===== src/rtl/dcache_pkg.sv =====
// -----------------------------------------------------------------------------
// dcache_pkg
// Shared types and address helpers for the direct-mapped, write-through,
// no-write-allocate data cache controller.
//   - dcache_state_t : controller FSM states (2-bit encoding)
//   - ADDR_W / INDEX_W / OFFSET_W / TAG_W / LINES / WSEL_W geometry constants
//   - addr_tag / addr_index / addr_word / block_align : byte-address slicing
// -----------------------------------------------------------------------------
package dcache_pkg;

    localparam int ADDR_W   = 32;
    localparam int INDEX_W  = 6;
    localparam int OFFSET_W = 4;
    localparam int TAG_W    = ADDR_W - INDEX_W - OFFSET_W;
    localparam int LINES    = 1 << INDEX_W;
    localparam int WSEL_W   = OFFSET_W - 2;

    typedef enum logic [1:0] {
        IDLE    = 2'd0,
        RD_MISS = 2'd1,
        FILL    = 2'd2,
        WR_THRU = 2'd3
    } dcache_state_t;

    function automatic logic [TAG_W-1:0] addr_tag(input logic [ADDR_W-1:0] a);
        return a[ADDR_W-1 -: TAG_W];
    endfunction

    function automatic logic [INDEX_W-1:0] addr_index(input logic [ADDR_W-1:0] a);
        return a[OFFSET_W +: INDEX_W];
    endfunction

    function automatic logic [WSEL_W-1:0] addr_word(input logic [ADDR_W-1:0] a);
        return a[2 +: WSEL_W];
    endfunction

    function automatic logic [ADDR_W-1:0] block_align(input logic [ADDR_W-1:0] a);
        return {a[ADDR_W-1:OFFSET_W], {OFFSET_W{1'b0}}};
    endfunction

endpackage


===== src/rtl/dcache_tag_store.sv =====
// -----------------------------------------------------------------------------
// dcache_tag_store
// Valid bit vector plus tag array for the direct-mapped data cache.
// Ports:
//   clk, rst_n     : clock, synchronous active-low reset (clears every valid bit)
//   rd_index_i     : combinational read port line select
//   rd_valid_o     : valid bit of the selected line
//   rd_tag_o       : stored tag of the selected line
//   wr_en_i        : write strobe (sets valid and stores the tag)
//   wr_index_i     : write port line select
//   wr_tag_i       : tag to store
// -----------------------------------------------------------------------------
module dcache_tag_store
    import dcache_pkg::*;
(
    input  logic               clk,
    input  logic               rst_n,
    input  logic [INDEX_W-1:0] rd_index_i,
    output logic               rd_valid_o,
    output logic [TAG_W-1:0]   rd_tag_o,
    input  logic               wr_en_i,
    input  logic [INDEX_W-1:0] wr_index_i,
    input  logic [TAG_W-1:0]   wr_tag_i
);

    logic [LINES-1:0] valid_q;
    logic [LINES-1:0] valid_d;
    logic [TAG_W-1:0] tag_q [LINES];

    always_comb begin
        valid_d = valid_q;
        if (wr_en_i) begin
            valid_d[wr_index_i] = 1'b1;
        end
    end

    always_ff @(posedge clk) begin
        if (!rst_n) begin
            valid_q <= '0;
        end else begin
            valid_q <= valid_d;
        end
    end

    // Tags carry no reset; a line is only trusted once its valid bit is set.
    // The write is blocked during reset so an interrupted fill leaves nothing.
    always_ff @(posedge clk) begin
        if (rst_n && wr_en_i) begin
            tag_q[wr_index_i] <= wr_tag_i;
        end
    end

    assign rd_valid_o = valid_q[rd_index_i];
    assign rd_tag_o   = tag_q[rd_index_i];

endmodule


===== src/rtl/dcache_controller.sv =====
// -----------------------------------------------------------------------------
// dcache_controller
// Sequencing FSM for the direct-mapped, write-through, no-write-allocate data
// cache between the MEM stage and main memory.
// Ports:
//   clk, rst_n            : clock, synchronous active-low reset
//   cpu_mem_read/_write   : load / store request, held by the CPU while stall=1
//   cpu_addr              : byte address from the ALU
//   stall                 : freeze PC and pipeline registers
//   hit                   : valid & tag match for cpu_addr (combinational)
//   mem_req, mem_we       : memory request (held until mem_ready), 1=word store
//   mem_addr              : block-aligned address for reads, word address for stores
//   mem_ready             : memory done (block data valid for reads)
//   data_index            : data-array line select
//   data_word_sel         : word within the line
//   data_we_line          : write full line from the memory block bus
//   data_we_word          : write one word from store data
//   dbg_state             : current FSM state
// Optional feature macro DCACHE_PERF_CNT_EN adds hit_cnt / miss_cnt outputs
// (saturating 32-bit counters, cleared by rst_n).
//
// Handshake: mem_req rises on entry to RD_MISS/WR_THRU and mem_req/mem_we/
// mem_addr stay constant until the cycle in which mem_ready=1; the transfer
// completes at that clock edge. mem_ready in any other state is ignored.
// -----------------------------------------------------------------------------
module dcache_controller
    import dcache_pkg::*;
(
    input  logic                clk,
    input  logic                rst_n,
    input  logic                cpu_mem_read,
    input  logic                cpu_mem_write,
    input  logic [ADDR_W-1:0]   cpu_addr,
    output logic                stall,
    output logic                hit,
    output logic                mem_req,
    output logic                mem_we,
    output logic [ADDR_W-1:0]   mem_addr,
    input  logic                mem_ready,
    output logic [INDEX_W-1:0]  data_index,
    output logic [WSEL_W-1:0]   data_word_sel,
    output logic                data_we_line,
    output logic                data_we_word,
    output dcache_state_t       dbg_state
`ifdef DCACHE_PERF_CNT_EN
    ,
    output logic [31:0]         hit_cnt,
    output logic [31:0]         miss_cnt
`endif
);

    dcache_state_t     state_q, state_d;
    logic [ADDR_W-1:0] addr_q, addr_d;
    logic              lhit_q, lhit_d;

    logic              rd_valid;
    logic [TAG_W-1:0]  rd_tag;
    logic              addr_lsb_unused;

    // Byte-lane bits are not part of the cache lookup.
    assign addr_lsb_unused = ^cpu_addr[1:0];

    dcache_tag_store u_tag_store (
        .clk        (clk),
        .rst_n      (rst_n),
        .rd_index_i (addr_index(cpu_addr)),
        .rd_valid_o (rd_valid),
        .rd_tag_o   (rd_tag),
        .wr_en_i    (state_q == FILL),
        .wr_index_i (addr_index(addr_q)),
        .wr_tag_i   (addr_tag(addr_q))
    );

    assign hit = rd_valid && (rd_tag == addr_tag(cpu_addr));

    // Outside IDLE the data array follows the latched request so the CPU
    // address may not influence an in-flight fill or store.
    assign data_index    = (state_q == IDLE) ? addr_index(cpu_addr) : addr_index(addr_q);
    assign data_word_sel = (state_q == IDLE) ? addr_word(cpu_addr)  : addr_word(addr_q);
    assign dbg_state     = state_q;

    always_comb begin
        state_d      = state_q;
        addr_d       = addr_q;
        lhit_d       = lhit_q;
        stall        = 1'b0;
        mem_req      = 1'b0;
        mem_we       = 1'b0;
        mem_addr     = '0;
        data_we_line = 1'b0;
        data_we_word = 1'b0;
        case (state_q)
            IDLE: begin
                // A store takes priority over a simultaneous load.
                if (cpu_mem_write) begin
                    stall   = 1'b1;
                    addr_d  = cpu_addr;
                    lhit_d  = hit;
                    state_d = WR_THRU;
                end else if (cpu_mem_read && !hit) begin
                    stall   = 1'b1;
                    addr_d  = cpu_addr;
                    state_d = RD_MISS;
                end
            end
            RD_MISS: begin
                stall    = 1'b1;
                mem_req  = 1'b1;
                mem_addr = block_align(addr_q);
                if (mem_ready) begin
                    state_d = FILL;
                end
            end
            FILL: begin
                // The load is replayed from IDLE next cycle and hits there.
                stall        = 1'b1;
                data_we_line = 1'b1;
                state_d      = IDLE;
            end
            WR_THRU: begin
                // Releasing stall in the ready cycle retires the store at the
                // same edge the memory accepts it.
                mem_req      = 1'b1;
                mem_we       = 1'b1;
                mem_addr     = addr_q;
                stall        = !mem_ready;
                data_we_word = mem_ready && lhit_q;
                if (mem_ready) begin
                    state_d = IDLE;
                end
            end
            default: state_d = IDLE;
        endcase
    end

    always_ff @(posedge clk) begin
        if (!rst_n) begin
            state_q <= IDLE;
            addr_q  <= '0;
            lhit_q  <= 1'b0;
        end else begin
            state_q <= state_d;
            addr_q  <= addr_d;
            lhit_q  <= lhit_d;
        end
    end

`ifdef DCACHE_PERF_CNT_EN
    logic        fill_retry_q;
    logic [31:0] hit_cnt_q, hit_cnt_d;
    logic [31:0] miss_cnt_q, miss_cnt_d;
    logic        count_hit, count_miss;

    // The IDLE cycle right after FILL replays an already-counted miss, so it
    // is not counted again as a hit.
    assign count_hit  = (state_q == IDLE) && !fill_retry_q && hit &&
                        (cpu_mem_read || cpu_mem_write);
    assign count_miss = (state_q == IDLE) && !hit && (cpu_mem_read || cpu_mem_write);

    always_comb begin
        hit_cnt_d  = hit_cnt_q;
        miss_cnt_d = miss_cnt_q;
        if (count_hit && (hit_cnt_q != 32'hFFFF_FFFF)) begin
            hit_cnt_d = hit_cnt_q + 32'd1;
        end
        if (count_miss && (miss_cnt_q != 32'hFFFF_FFFF)) begin
            miss_cnt_d = miss_cnt_q + 32'd1;
        end
    end

    always_ff @(posedge clk) begin
        if (!rst_n) begin
            fill_retry_q <= 1'b0;
            hit_cnt_q    <= '0;
            miss_cnt_q   <= '0;
        end else begin
            fill_retry_q <= (state_q == FILL);
            hit_cnt_q    <= hit_cnt_d;
            miss_cnt_q   <= miss_cnt_d;
        end
    end

    assign hit_cnt  = hit_cnt_q;
    assign miss_cnt = miss_cnt_q;
`endif

endmodule


===== config.mk =====
export PLATFORM = sky130hd
export DESIGN_NAME = dcache_controller
export DESIGN_NICKNAME = d
export VERILOG_FILES = /design/src/rtl/dcache_pkg.sv /design/src/rtl/dcache_tag_store.sv /design/src/rtl/dcache_controller.sv
export SDC_FILE = /design/constraint.sdc
export NUM_CORES = 1
export LEC_CHECK = 0
export ABC_AREA = 1
export CAP_MARGIN = 20
export CELL_PAD_IN_SITES_DETAIL_PLACEMENT = 2
export CELL_PAD_IN_SITES_GLOBAL_PLACEMENT = 2
export CORE_ASPECT_RATIO = 0.8
export CORE_UTILIZATION = 40
export CTS_CLUSTER_SIZE = 8
export DETAILED_ROUTE_END_ITERATION = 12
export GPL_ROUTABILITY_DRIVEN = 0
export HOLD_SLACK_MARGIN = 0.08
export PLACE_DENSITY = 0.72
export SYNTH_ARGS = -nofsm -noshare
export SYNTH_HDL_FRONTEND = slang
export SYNTH_SLANG_ARGS = --single-unit

===== constraint.sdc =====
create_clock -name clk -period 3.2 [get_ports clk]
set_input_delay 0.48 -clock clk [delete_from_list [all_inputs] [get_ports clk]]
set_output_delay 0.48 -clock clk [all_outputs]
set_load 0.01 [all_outputs]

==> impl_metrics.json <==
{
  "drc": 0,
  "worst_slack_ps": -417,
  "final_hold_viol_count": 0,
  "cp_max_fo": 2,
  "wl_met1_mm": 103,
  "syn-num-nets": 5556,
  "vias": 46300,
  "grt_pass1_vias": 50800,
  "row_count": 128,
  "cp-start-kind": "register",
  "place_hpwl_mm": 144,
  "port_buffers": 84,
  "post_drt_wl_per_cell_um": 30.5,
  "grt_pass1_wl_mm": 352,
  "start_util": 0.405,
  "crit_required_ps": 2720,
  "antenna_found_initial": 10,
  "mostFrequentLayoutCell": "nand2_1",
  "dieArea_sq_mm": 0.157,
  "powerDensity_mw_per_mm2": 617,
  "cts-buffers-inserted": 206,
  "clock.fmax_ghz": 0.276,
  "die_h_um": 354,
  "die_width_um": 442,
  "slew_headroom": 0.249,
  "outcome": "complete, but fails checks",
  "r2r_slack_ps": 30,
  "ant_nets": 0,
  "io_pins": 85,
  "yosysSeqAreaShare": 0.714,
  "period_needed_ps": 3620,
  "nets": 5936,
  "htreeDepth": 4,
  "nFillCells": 14800,
  "synth_top_cell_by_area": "edfxtp_1",
  "ys_types": 25,
  "grt_util_all_layers": 0.309,
  "power_leakage_nw": 28.3,
  "arrival_ps": 3140,
  "final_util": 0.497,
  "cts_tree": "done",
  "routed_wl_mm": 243,
  "core_sq_mm": 0.153,
  "grt_max_degree": 66,
  "clockBufferDepth": 3,
  "syn-cell-area_sq_mm": 0.0620,
  "area_growth_pct": 22.7,
  "setup_viol": 2,
  "met3WireLength_mm": 13.4,
  "first_pass_iters": 5,
  "routed.top_layer": "met5",
  "crit_type": "reg2out",
  "worst_hold_path_type": "in2reg",
  "violations": "negative setup slack",
  "cp-end-kind": "output port",
  "slew_viol_final": 0,
  "avgSynthCellArea_sq_um": 11.2,
  "synth_warnings": 0,
  "root_buffer": "clkbuf_16",
  "syn_inst": 5515,
  "wl_met2_mm": 119,
  "hold_slack_ps": 218,
  "path_clk_slew_ps": 50,
  "fin_setup_tns_ps": -725,
  "worstMarginPinSlew_ps": 1130,
  "synth-seq-cells": 1507,
  "synth_area_leaders": "edfxtp_1 68%, nand2_1 12%, nand3_1 10%",
  "viasPerCell": 5.80,
  "clock_sinks": 1507,
  "clk_latency_ps": 850,
  "drt_iter0_drc": 4352,
  "max_cap_violations": 0,
  "finalCritPeriodShare": 1.13,
  "rsz0062_at_grt": "true",
  "ir_drop_v": 0.000438,
  "final_cell_mix": "1927 x nand2_1, 1408 x edfxtp_1, 1093 x nand3_1, 325 x buf_4, 208 x clkbuf_16",
  "layout-drive-gt1-share": 0.191,
  "overflow": 0,
  "synth_top_area_share": 0.682,
  "clock-skew-final_ps": 23.0
}
[layout make-up]
cell class,instances,area [sq um],share of cell area
repair inverters,2,22.5,0.000296
multi-input cells,3567,17400,0.228
repair buffers,535,5910,0.0777
flip-flops and latches,1507,44300,0.583
inverters,76,319,0.00420
diodes,2,5.00,0.0000658
clock inverters,14,179,0.00235
well taps,2015,2520,0.0332
clock buffers,269,5410,0.0712
[registers in the layout, indices dropped and copies added, names as in the netlist]
name	flops
dbg_state	2
addr_q	32
u_tag_store.valid_q	64
lhit_q	1
u_tag_store.tag_q	1408
[synthesized netlist by cell type]
master    count
nand3_4       1
clkbuf_2      1
nand3b_1      3
edfxtp_1   1408
o21ai_0      73
nand2_1    2051
nand2_2       1
a21oi_1      15
ha_1          4
inv_2         2
buf_6        29
o22ai_1       4
clkbuf_1     75
nand4_1       3
o21a_1        1
inv_1        73
buf_2       194
buf_1        39
nand3_2      30
nand3_1    1274
buf_4        27
inv_4         1
dfxtp_1      99
a21oi_2      24
nor2_1       83
[where the power goes]
group	total (mW)	leakage [nW]	switching [mW]	internal [mW]
Sequential	22.1	13.7	0.0749	22.0
Combinational	4.85	11.9	3.50	1.35
Clock	19.9	2.71	8.35	11.6
[cells by family (layout without fill, tap and decap cells)]
group,after synthesis,after routing,synth area share
other cells,0,2,0
simple gates,3446,3446,0.238
compound gates,117,117,0.0110
buf+inv,441,896,0.0358
fa+ha+maj,4,4,0.000808
flops,1507,1507,0.714
[metal layers]
layer / vias to the layer above / track usage
met5: - / 0
met4: 2 / 0.117
met3: 340 / 0.0417
met2: 1534 / 0.517
met1: 24500 / 0.409
li1: 19900 / -
[worst max-delay path: stages, from the launching register on]
cell and delay (ps):
edfxtp_1 410, nand2_1 110, nand3_1 100, nand3_1 110
nand2_1 60, nand2_1 70, nand3_2 120, nand3_2 140
nand2_1 100, nand2_1 100, nand2_1 90, nor2_1 120
nand2_1 70, nor2_2 150, nand3_4 110, nand3_4 90
nand3_4 140, buf_6 160
[what timing repair did]
| action | 4_1_cts | 5_1_grt |
|---|---|---|
| pin swaps | 30 | 92 |
| setup buffers | 9 | 1 |
| setup endpoints to repair | 35 | 37 |
| hold buffers | 0 | 0 |
| gates resized for setup | 183 | 234 |
| gates cloned | 9 | 1 |
[path summary, 6_finish.rpt]
| path | start | end | cells past startpoint |
|---|---|---|---|
| worst min-delay path | cpu_addr[0] | addr_q[0]$_SDFFE_PN0P_ | 3 |
| worst min register to register | u_tag_store.valid_q[10]$_SDFFE_PN0P_ | u_tag_store.valid_q[10]$_SDFFE_PN0P_ | 2 |
| worst max register to register | u_tag_store.tag_q[32][7]$_DFFE_PP_ | addr_q[1]$_SDFFE_PN0P_ | 20 |
| worst max-delay path | u_tag_store.tag_q[32][7]$_DFFE_PP_ | stall | 17 |
[metrics by stage]
| step | cells | area, sq um | worst slack [ps] | power (mW) |
|---|---|---|---|---|
| floorplan | 5515 | 62000 | 128 | 24.5 |
| global placement | 7689 | 68300 | -954 | 26.7 |
| detailed placement | 7689 | 68300 | -1070 | 26.9 |
| CTS | 7988 | 75000 | -430 | 46.9 |
| global route | 7986 | 76000 | -518 | 48.1 |
| finish | 7987 | 76000 | -417 | 46.9 |
Note: power is estimated with default switching activity, not from simulation.
